[src/rtl/float_to_dec.sv]
// float_to_dec
// Iterative IEEE-754 single-precision to decimal converter. One operand is
// split into a signed integer part (truncated toward zero) and FRAC_DIGITS
// truncated decimal fraction digits packed as an unsigned integer, e.g.
// 3.1415927 -> int_out = 3, frac_out = 1415927.
//
// Ports:
//   clk       rising-edge clock
//   rst_n     asynchronous active-low reset
//   start     request conversion of f_in (sampled only when idle)
//   f_in      IEEE-754 single operand
//   busy      high while a conversion is in progress
//   done      one-cycle pulse when the result outputs update
//   sign_out  sign bit of the converted operand
//   int_out   signed two's-complement integer part
//   frac_out  FRAC_DIGITS truncated decimal digits of the fraction
//   overflow  |value| >= 2^31, Inf or NaN
//   is_nan    operand is NaN
//
// Latency: start sampled at edge k -> done high after edge k+FRAC_DIGITS+2.
module float_to_dec #(
    parameter int FRAC_DIGITS = 7
) (
    input  logic        clk,
    input  logic        rst_n,
    input  logic        start,
    input  logic [31:0] f_in,
    output logic        busy,
    output logic        done,
    output logic        sign_out,
    output logic [31:0] int_out,
    output logic [31:0] frac_out,
    output logic        overflow,
    output logic        is_nan
);

    typedef enum logic [1:0] {
        IDLE  = 2'd0,
        ALIGN = 2'd1,
        DIGIT = 2'd2,
        DONE  = 2'd3
    } state_t;

    localparam logic [3:0] LAST_DIGIT = 4'(FRAC_DIGITS - 1);

    state_t      state_q, state_d;
    logic [31:0] op_q, op_d;
    logic [31:0] int_mag_q, int_mag_d;
    logic [31:0] frac_reg_q, frac_reg_d;
    logic [31:0] frac_acc_q, frac_acc_d;
    logic [3:0]  cnt_q, cnt_d;
    logic        ovf_path_q, ovf_path_d;
    logic        nan_path_q, nan_path_d;

    logic        busy_q, busy_d;
    logic        done_q, done_d;
    logic        sign_q, sign_d;
    logic [31:0] int_q, int_d;
    logic [31:0] frac_q, frac_d;
    logic        ovf_q, ovf_d;
    logic        nan_q, nan_d;

    // Operand fields and Q32.32 alignment of the latched operand.
    logic [7:0]  exp_f;
    logic [23:0] mant;
    logic [63:0] q_mag;
    logic        exp_ovf;
    logic        exp_nan;
    logic [35:0] prod;

    always_comb begin
        exp_f   = op_q[30:23];
        mant    = {exp_f != 8'd0, op_q[22:0]};
        exp_ovf = (exp_f >= 8'd158);
        exp_nan = (exp_f == 8'hFF) && (op_q[22:0] != 23'd0);
        q_mag   = 64'd0;
        // Value = mant * 2^(e-150); scaled by 2^32 that is mant * 2^(e-118).
        // Right shifts of 64 or more bits truncate to zero, which covers the
        // tiny-exponent cases without a separate compare.
        if (exp_f == 8'd0) begin
            q_mag = 64'd0;
        end else if (exp_f >= 8'd118) begin
            q_mag = {40'd0, mant} << (exp_f - 8'd118);
        end else begin
            q_mag = {40'd0, mant} >> (8'd118 - exp_f);
        end
        // One decimal digit falls out of the top nibble of frac*10.
        prod = {4'd0, frac_reg_q} * 36'd10;
    end

    always_comb begin
        state_d    = state_q;
        op_d       = op_q;
        int_mag_d  = int_mag_q;
        frac_reg_d = frac_reg_q;
        frac_acc_d = frac_acc_q;
        cnt_d      = cnt_q;
        ovf_path_d = ovf_path_q;
        nan_path_d = nan_path_q;
        busy_d     = busy_q;
        done_d     = 1'b0;
        sign_d     = sign_q;
        int_d      = int_q;
        frac_d     = frac_q;
        ovf_d      = ovf_q;
        nan_d      = nan_q;

        unique case (state_q)
            IDLE: begin
                if (start) begin
                    op_d    = f_in;
                    busy_d  = 1'b1;
                    state_d = ALIGN;
                end
            end

            ALIGN: begin
                ovf_path_d = exp_ovf;
                nan_path_d = exp_nan;
                cnt_d      = 4'd0;
                frac_acc_d = 32'd0;
                if (exp_ovf) begin
                    // Digits still iterate on zero so latency is fixed.
                    int_mag_d  = 32'd0;
                    frac_reg_d = 32'd0;
                end else begin
                    int_mag_d  = q_mag[63:32];
                    frac_reg_d = q_mag[31:0];
                end
                state_d = DIGIT;
            end

            DIGIT: begin
                frac_reg_d = prod[31:0];
                frac_acc_d = frac_acc_q * 32'd10 + {28'd0, prod[35:32]};
                if (cnt_q == LAST_DIGIT) begin
                    state_d = DONE;
                end else begin
                    cnt_d = cnt_q + 4'd1;
                end
            end

            DONE: begin
                sign_d = op_q[31];
                ovf_d  = ovf_path_q;
                nan_d  = nan_path_q;
                if (ovf_path_q) begin
                    int_d  = op_q[31] ? 32'h8000_0000 : 32'h7FFF_FFFF;
                    frac_d = 32'd0;
                end else begin
                    int_d  = op_q[31] ? (32'd0 - int_mag_q) : int_mag_q;
                    frac_d = frac_acc_q;
                end
                done_d  = 1'b1;
                busy_d  = 1'b0;
                state_d = IDLE;
            end

            default: state_d = IDLE;
        endcase
    end

    always_ff @(posedge clk or negedge rst_n) begin
        if (!rst_n) begin
            state_q    <= IDLE;
            op_q       <= 32'd0;
            int_mag_q  <= 32'd0;
            frac_reg_q <= 32'd0;
            frac_acc_q <= 32'd0;
            cnt_q      <= 4'd0;
            ovf_path_q <= 1'b0;
            nan_path_q <= 1'b0;
            busy_q     <= 1'b0;
            done_q     <= 1'b0;
            sign_q     <= 1'b0;
            int_q      <= 32'd0;
            frac_q     <= 32'd0;
            ovf_q      <= 1'b0;
            nan_q      <= 1'b0;
        end else begin
            state_q    <= state_d;
            op_q       <= op_d;
            int_mag_q  <= int_mag_d;
            frac_reg_q <= frac_reg_d;
            frac_acc_q <= frac_acc_d;
            cnt_q      <= cnt_d;
            ovf_path_q <= ovf_path_d;
            nan_path_q <= nan_path_d;
            busy_q     <= busy_d;
            done_q     <= done_d;
            sign_q     <= sign_d;
            int_q      <= int_d;
            frac_q     <= frac_d;
            ovf_q      <= ovf_d;
            nan_q      <= nan_d;
        end
    end

    assign busy     = busy_q;
    assign done     = done_q;
    assign sign_out = sign_q;
    assign int_out  = int_q;
    assign frac_out = frac_q;
    assign overflow = ovf_q;
    assign is_nan   = nan_q;

endmodule

[config.mk]
export PLATFORM = sky130hd
export DESIGN_NAME = float_to_dec
export DESIGN_NICKNAME = d
export VERILOG_FILES = /design/src/rtl/float_to_dec.sv
export SDC_FILE = /design/constraint.sdc
export NUM_CORES = 1
export LEC_CHECK = 0
export ABC_AREA = 0
export ABC_CLOCK_PERIOD_IN_PS = 9700
export CELL_PAD_IN_SITES_DETAIL_PLACEMENT = 0
export CELL_PAD_IN_SITES_GLOBAL_PLACEMENT = 1
export CORE_UTILIZATION = 25
export CTS_BUF_LIST = sky130_fd_sc_hd__clkbuf_16
export DETAILED_ROUTE_END_ITERATION = 8
export PLACE_DENSITY = 0.48
export SLEW_MARGIN = 20
export SYNTH_ARGS = -nofsm -noshare
export SYNTH_HDL_FRONTEND = slang
export SYNTH_SLANG_ARGS = --single-unit
[constraint.sdc]
create_clock -name clk -period 9.7 [get_ports clk]
set_clock_uncertainty 0.15 [all_clocks]
set_input_delay 1.94 -clock clk [delete_from_list [all_inputs] [get_ports clk]]
set_output_delay 1.94 -clock clk [all_outputs]
set_load 0.02 [all_outputs]
======== After elaboration in Yosys (flattened, before gate mapping) ========
Cells that the tools add are included.
W data, S select, Z words.
operators by class
  add/sub/neg operators ................... 5
  shift-type cells ........................ 2
  equality and inequality tests ........... 8
  div/mod/pow operators ................... 0
  muxes and demuxes ....................... 18
  reduce and logical (&&, ||, !) cells .... 11
  bitwise gates (word level) .............. 0
  order comparisons ....................... 2
  multiply operators ...................... 2
operator list
  operator                 number
  $mux W32                 6
  $mux W64                 2
  $pmux W32 S2             2
  $shl A24 B8 Y64          1
  $shr A24 B8 Y64          1
  $mul A32 B3 Y35 const B  1
  $add A32 B4 Y32          1
  $mul A32 B3 Y31 const B  1
  $sub A1 B32 Y32 const A  1
  $reduce_bool A23 Y1      1
  $eq A8 B8 Y1 const B     1
  $ge A8 B7 Y1 const B     1
  $ge A8 B8 Y1 const B     1
  $logic_not A8 Y1         1
  $pmux W2 S4              1
  $pmux W4 S2              1
  $reduce_and A2 Y1        4
  $reduce_bool A8 Y1       1
  $sub A7 B8 Y8 const A    1
  $sub A8 B7 Y8 const B    1
  $ne A2 B2 Y1 const B     3
  $add A4 B1 Y4 const B    1
  $eq A2 B2 Y1 const B     2
  $eq A4 B3 Y1 const B     1
  other kinds (8)          11
word-level totals
  word-level logic and storage cells ...... 63
  output and inout bits ................... 69
  latch bits .............................. 0
  bits in registers ....................... 205
  RAM bits ................................ 0
  ROM bits ................................ 0
  memories kept ........................... 0

======== Longest topological paths before layout ========
Gate-level depths: netlist (run 1).
  depth after elaboration ................. 6
  depth in mapped cells ................... 23

======== Worst setup path after synthesis (run 1) ========
Ideal clock, no wire load.
  path type ............................... reg-to-reg
  start ................................... register frac_reg_q[15]
  end ..................................... register frac_acc_q[27]
  required time ........................... 9.429 ns
  stages on the path, launching flop included .. 23
  library setup time ...................... 0.121 ns
  buffers on the path ..................... 0
  path slack .............................. 4.523 ns
  arrival ................................. 4.906 ns
  cell sequence ........................... dfrtp_1 -> ha_1 -> ha_1 -> a21o_1 -> a21o_1 -> a21o_1 -> a221oi_1 -> o21ai_0 -> a21oi_1 -> o21bai_1 -> a211o_1 -> a21oi_1 -> xnor2_1 -> ha_1 -> fa_1 -> a21o_1 -> nand2_1 -> nor3_1 -> nand4_1 -> nor4_4 -> nor3b_2 -> xor2_1 -> a22o_1
between the ends
  word-level cells in the longest chain between the ends .. 3
RTL lines
  item                    RTL line  text
  from (decl)             49        logic [31:0] frac_reg_q, frac_reg_d;
  from (signal assigned)  184       frac_reg_q <= frac_reg_d;
  $mul A32 B3 Y35         88        prod = {4'd0, frac_reg_q} * 36'd10;
  $add A32 B4 Y32         135       frac_acc_d = frac_acc_q * 32'd10 + {28'd0, prod[35:32]};
  $pmux W32 S2            108       unique case (state_q)
  to (signal assigned)    185       frac_acc_q <= frac_acc_d;
  to (decl)               50        logic [31:0] frac_acc_q, frac_acc_d;
Every way passes these cells.
A chain may end at the register's enable or synchronous reset.

======== Worst setup path in the final report (run 1) ========
  start ................................... register frac_reg_q[17]
  end ..................................... register frac_acc_q[27]
The elaborated chain is that of the path after synthesis.

==> results of run 1 <==
## cell usage in the layout, fill, tap and decap left out, drive strengths merged, types with 16 or more instances in the layout
master,synthesis,routed
o22ai,26,26
xnor2,66,66
o211ai,22,22
a22o,55,55
a22oi,20,20
inv,64,69
clkdlybuf4s50,0,102
o221ai,16,16
dfrtp,205,205
a21o,34,34
mux4,17,17
a211oi,29,29
buf,20,26
o2bb2ai,24,24
nor3,44,44
nor2,172,172
a21oi,147,147
nand4,18,18
xor2,28,28
o21ai,115,115
mux2,53,53
nor4,18,18
nand3,44,44
ha,131,131
clkbuf,84,30
nand2,141,141
a31oi,16,16
nor2b,27,27
mux2i,44,44
## flip-flops by register name, summed over array words and instances, names as in the netlist
register    cells
int_out        32
overflow        1
state_q         2
cnt_q           4
frac_reg_q     32
int_mag_q      32
frac_out       32
frac_acc_q     32
ovf_path_q      1
sign_out        1
op_q           32
done            1
nan_path_q      1
is_nan          1
busy            1
## kinds of logic after synthesis
| family | Yosys count |
|---|---|
| simple gates | 546 |
| fa+ha+maj | 134 |
| buf+inv | 170 |
| flops | 205 |
| compound gates | 617 |
| xor+xnor | 94 |
| mux | 114 |
## worst register-to-register path, cell delays in order, from the launching register on
cell	delay (ns)
dfrtp_1	0.41
ha_1	0.29
ha_1	0.38
a21o_1	0.21
a21o_1	0.18
a21o_1	0.19
a221oi_1	0.69
o21ai_0	0.16
a21oi_1	0.33
o21bai_1	0.18
a211o_1	0.31
a21oi_1	0.18
xnor2_1	0.14
ha_1	0.20
fa_1	0.22
a21o_1	0.14
nand2_1	0.08
nor3_1	0.24
nand4_1	0.24
nor4_4	0.45
nor3b_2	0.25
xor2_1	0.08
a22o_1	0.20
## final cells by class
type | count | area (sq um)
Multi-Input combinational cell | 1505 | 10800
Fill cell | 6956 | 46300
Clock buffer | 30 | 751
Tap cell | 864 | 1080
Sequential cell | 205 | 5130
Clock inverter | 21 | 161
Timing Repair Buffer | 128 | 1220
Inverter | 66 | 249
## final timing paths
kind / endpoint / slack, ns
max: frac_acc_q[27] / 3.69
min: cnt_q[3] / 0.33
max reg2reg: frac_acc_q[27] / 3.69
min reg2reg: cnt_q[3] / 0.33
max in group asynchronous: frac_reg_q[2] / 6.83
min in group asynchronous: overflow / 1.15
## per-stage QoR
| stage | util (%) | worst slack, ns | std cells | area, sq um | hold slack (ns) |
|---|---|---|---|---|---|
| global placement | 28.2 | 3.88 | 2768 | 18500 | 0.314 |
| global route | 29.6 | 3.23 | 2819 | 19400 | 0.349 |
| floorplan | - | 4.52 | 1880 | 16600 | 0.291 |
| detailed placement | 28.2 | 3.74 | 2768 | 18500 | 0.322 |
| CTS | 29.6 | 3.70 | 2819 | 19400 | 0.333 |
| finish | 29.6 | 3.69 | 2819 | 19400 | 0.335 |
## per-layer routing
metal  wire length, um  up-vias
met2             25700      292
met3              1950       73
met1             28700     7262
li1                  -     7192
met5                 0        -
met4              1200        0
==> impl_metrics.csv, run 1 <==
group,metric,value,unit
worst_setup_path,path_cells,"ha_1, ha_1, a21o_1, a21o_1, a21o_1, a221oi_1, o21ai_0, a21oi_1, o21bai_1, a211o_1, a21oi_1, xnor2_1, ha_1, fa_1, a21o_1, nand2_1, nor3_1, nand4_1, nor4_4, nor3b_2, xor2_1, a22o_1",
worst_hold_path,min_path_type,"flop to flop",
synth,synth_cells,1880,
global_route,grt.busiest_layer,"met2",
floorplan,die_area,67500,sq um
global_route,grt_max_degree,76,
clock_tree,cts_root_buf,"clkbuf_16",
routing,drc,0,
routing,drtIter0Drc,930,
floorplan,core_area,65700,sq um
routing,drtPass1Iterations,5,
synth,yosys-mux-area-fraction,8.55,%
clock_tree,h-tree-depth,1,
global_route,grt_pass1_wl,90.2,mm
synth,synth_top_cells_by_count,"dfrtp_1 (205), nor2_1 (172), a21oi_1 (145), nand2_1 (141), ha_1 (131)",
worst_hold_path,hold-path-cell-count,1,
worst_setup_path,timing.rr.start,"frac_reg_q[17]",
finish,area_growth,17.0,%
worst_setup_path,cp-startpoint,"frac_reg_q[17]",
clock_tree,cts_resized,0,
timing,hold_viol,0,
clock_tree,cts_buffer_depth,3,
synth,avgSynthCellArea,8.83,sq um
worst_setup_path,path_buf_inv,0,
placement,portBuffers,103,
worst_setup_path,cp-start-kind,"flop",
synth,yosysMostFrequentCell,"dfrtp_1",
global_route,grt_pass1_vias,14743,
floorplan,initial_utilization,25.3,%
worst_setup_path,r2r_cells,22,
synth,synth.net_count,2049,
synth,ys.warnings.count,0,
routing,vias,14819,
routing,vias_per_cell,5.26,
timing,min_period_over_period,62.0,%
placement,gp_congestion,0.861,
global_route,grt_antenna_before_repair,0,
placement,hpwl,43.1,mm
timing,tns,0,ns
worst_hold_path,holdCritStartpoint,"cnt_q[3]",
floorplan,die_w,260,um
synth,synthSimpleGateAreaFrac,15.9,%
synth,ys_top_cells_by_area,"dfrtp_1 (31%), ha_1 (9.9%), a21oi_1 (4.4%)",
worst_setup_path,cp_data_required_time,10.00,ns
global_route,overflow,0,
global_route,globalRouteMet1Util,24.9,%
global_route,grtUsageMet2,26.5,%
timing,max_slew_margin,28.1,%
synth,synth_top_cell_area_share,30.9,%
worst_setup_path,crit_family,"compound AO/OA/AOI/OAI gates",
worst_setup_path,crit_arrival,6.31,ns
synth,synth_compound_area_share,25.4,%
worst_setup_path,cp-end-kind,"flop",
finish,n_antenna_cell,0,
clock_tree,cts_hold_buf,0,
routing,wl_per_cell,20.4,um
floorplan,ios,104,
timing,max_freq,0.166,GHz
routing,routed_wl,57.5,mm
clock_tree,clkSinkCount,205,
worst_setup_path,cp.depth,22,
synth,synth_xor_area_share,4.96,%
clock_tree,cts_tree,"built",
timing,final_max_slew_viol_count,0,
job,max-cap-violations,0,
synth,netlist_area,16600,sq um
synth,synth_fa_ha_area_share,10.2,%
global_route,track_usage,17.0,%
clock_tree,cts_inserted_buffers,30,
synth,async_flop_share,100,%
worst_setup_path,crit_type,"flop to flop",
global_route,use_met3,1.66,%
worst_setup_path,crit_slowest_cell,"a221oi_1",
floorplan,die_y,260,um
floorplan,rows,94,
timing,setup_viol,0,
timing,worstMarginPinSlew,1.07,ns
finish,nets,2105,
timing,finalCriticalPeriod,6.01,ns
synth,synth_top_family_by_area,"compound AO/OA/AOI/OAI gates",
synth,synthFlopType,"dfrtp_1",
synth,synth-edff-count,0,
routing,ant_nets,0,
worst_setup_path,slowest_delay,0.69,ns
worst_setup_path,crit_fanout,6,
synth,ys_seq_area_share,30.9,%
synth,ys_types,93,
synth,yosysTopAreaCell,"dfrtp_1",
outcome,status,"finished clean",
synth,ys_seq_elements,205,
finish,drive_gt1_share,9.10,%
timing,rsz0062_at_grt,"no",
worst_setup_path,crit_top_cell,"a21o_1",
clock_tree,worstSkewPairLatency,0.59,ns
clock_tree,path_clk_slew,0.06,ns
clock_tree,post_cts_buffers,0,
Power of run 1 is left out: the tool's default activity adds up to more than one toggle a clock period on the data nets, which glitch-free logic cannot reach.
==> inputs of run 2 (changes only) <==
--- a/config.mk
+++ b/config.mk
@@ -6,7 +6,7 @@
 export NUM_CORES = 1
 export LEC_CHECK = 0
 export ABC_AREA = 0
-export ABC_CLOCK_PERIOD_IN_PS = 9700
+export ABC_CLOCK_PERIOD_IN_PS = 5720
 export CELL_PAD_IN_SITES_DETAIL_PLACEMENT = 0
 export CELL_PAD_IN_SITES_GLOBAL_PLACEMENT = 1
 export CORE_UTILIZATION = 25
==> constraint.sdc (replaced) <==
create_clock -name clk -period 5.72 [get_ports clk]
set_clock_uncertainty 0.15 [all_clocks]
set_input_delay 1.144 -clock clk [delete_from_list [all_inputs] [get_ports clk]]
set_output_delay 1.144 -clock clk [all_outputs]
set_load 0.02 [all_outputs]
==> impl_metrics.csv, run 2 (synthesis results as in run 1) <==
group,metric,value,unit
global_route,grt_pass1_vias,14648,
finish,area_growth,17.5,%
worst_setup_path,cp-end-kind,"flop",
worst_setup_path,timing.rr.start,"frac_reg_q[15]",
worst_setup_path,cp_data_required_time,6.02,ns
clock_tree,clkSinkCount,205,
clock_tree,cts_root_buf,"clkbuf_16",
routing,drtIter0Drc,1017,
floorplan,initial_utilization,25.3,%
floorplan,die_w,260,um
floorplan,die_area,67500,sq um
placement,gp_congestion,0.868,
placement,placed_area,18600,sq um
timing,hold_viol,0,
outcome,status,"finished clean",
worst_setup_path,cp-startpoint,"frac_reg_q[15]",
worst_setup_path,cp-start-kind,"flop",
floorplan,core_area,65700,sq um
clock_tree,h-tree-depth,1,
timing,setup_viol,0,
timing,hold_ws,0.330,ns
clock_tree,worstSkewPairLatency,0.58,ns
floorplan,die_y,260,um
placement,placedCellCount,2771,
finish,mostFrequentLayoutCell,"dfrtp_1",
global_route,grt_max_degree,99,
routing,routed_wl,58.0,mm
worst_setup_path,crit_arrival,5.62,ns
timing,finalCriticalPeriod,5.32,ns
global_route,overflow,0,
finish,nets,2110,
finish,stdcell_count,2826,
routing,ant_nets,0,
job,max-cap-violations,0,
finish,fin_area,19500,sq um
timing,min_period_over_period,93.0,%
finish,final_cell_mix,"dfrtp_1 (204), nor2_1 (170), a21oi_1 (144)",
worst_setup_path,crit_top_cell,"a21o_1",
routing,wl_per_cell,20.5,um
global_route,grt_antenna_before_repair,0,
clock_tree,cts_buffer_depth,3,
finish,n_antenna_cell,0,
timing,max_slew_margin,30.7,%
worst_setup_path,slowest_delay,0.40,ns
floorplan,ios,104,
finish,n_fill_cell,6906,
clock_tree,cts_inserted_buffers,29,
floorplan,rows,94,
clock_tree,path_clk_slew,0.06,ns
placement,hpwl,43.6,mm
timing,final_max_slew_viol_count,0,
timing,max_freq,0.188,GHz
routing,vias,14905,
worst_setup_path,crit_slowest_cell,"dfrtp_1",
worst_hold_path,min_path_type,"flop to flop",
worst_setup_path,path_cells,"ha_1, ha_1, a21o_1, a21o_1, a21o_1, a221oi_1, o21ai_0, a21oi_2, o21bai_1, a211o_1, a21oi_1, xnor2_1, ha_1, fa_1, a21o_1, nand2_1, nor3_2, nand4_1, nor4_4, nor3b_2, xor2_1, a22o_1",
routing,vias_per_cell,5.27,
worst_setup_path,crit_type,"flop to flop",
global_route,track_usage,16.9,%
timing,worstMarginPinSlew,1.03,ns
finish,drive_gt1_share,9.89,%
clock_tree,cts_tree,"built",
routing,drtPass1Iterations,7,
placement,portBuffers,103,
worst_hold_path,holdCritStartpoint,"cnt_q[3]",
routing,drc,0,
worst_setup_path,crit_fanout,5,
global_route,grt_pass1_wl,90.0,mm
-- run 2: area by class of cell --
type / instances / area, sq um / area share [%]
clock inverter: 23 / 166 / 0.853
tap: 864 / 1080 / 5.54
clock buffer: 29 / 726 / 3.72
inverter: 66 / 248 / 1.27
timing repair buffer: 134 / 1280 / 6.56
sequential: 205 / 5130 / 26.3
multi-input combinational: 1505 / 10900 / 55.8
-- run 2: worst max-delay path, delay by kind of cell (launching register included) --
kind / cells / cell delay [ns]
and+or+nand+nor: 5 / 1.10
AOI/OAI and AO/OA: 11 / 2.24
DFF: 1 / 0.40
xor gates and xnor gates: 2 / 0.23
adders and majority gates: 4 / 1.10
-- run 2: worst paths after layout --
| kind | end | slack [ns] | cells past startpoint |
|---|---|---|---|
| worst max-delay path | frac_acc_q[27] | 0.40 | 22 |
| worst min-delay path | cnt_q[3] | 0.33 | 1 |
| worst max register to register | frac_acc_q[27] | 0.40 | 22 |
| worst min register to register | cnt_q[3] | 0.33 | 1 |
| max in group asynchronous | frac_out[5] | 3.81 | 2 |
| min in group asynchronous | overflow | 0.45 | 1 |
-- run 2: stage by stage --
| step | utilization, % | setup TNS (ns) | worst slack, ns |
|---|---|---|---|
| floorplan | - | 0 | 0.543 |
| global placement | 28.2 | 0 | 0.220 |
| detailed placement | 28.2 | 0 | 0.155 |
| CTS | 29.6 | 0 | 0.131 |
| global route | 29.7 | -0.0295 | -0.0185 |
| finish | 29.7 | 0 | 0.398 |
-- run 2: repair_timing --
action	CTS	global route
buffers inserted	0	3
hold buffers	0	0
setup endpoints to repair	0	14
gates resized for setup	0	10
-- run 2: metal layers --
metal / up-vias / share of wire (%) / wire (um) / GRT usage, %
li1: 7207 / - / - / -
met1: 7327 / 49 / 28500 / 24.8
met2: 312 / 45 / 26000 / 26.6
met3: 59 / 4.2 / 2420 / 1.79
met4: 0 / 1.8 / 1020 / 3.48
met5: - / 0 / 0 / 0
Power of run 2 is left out for the same reason.
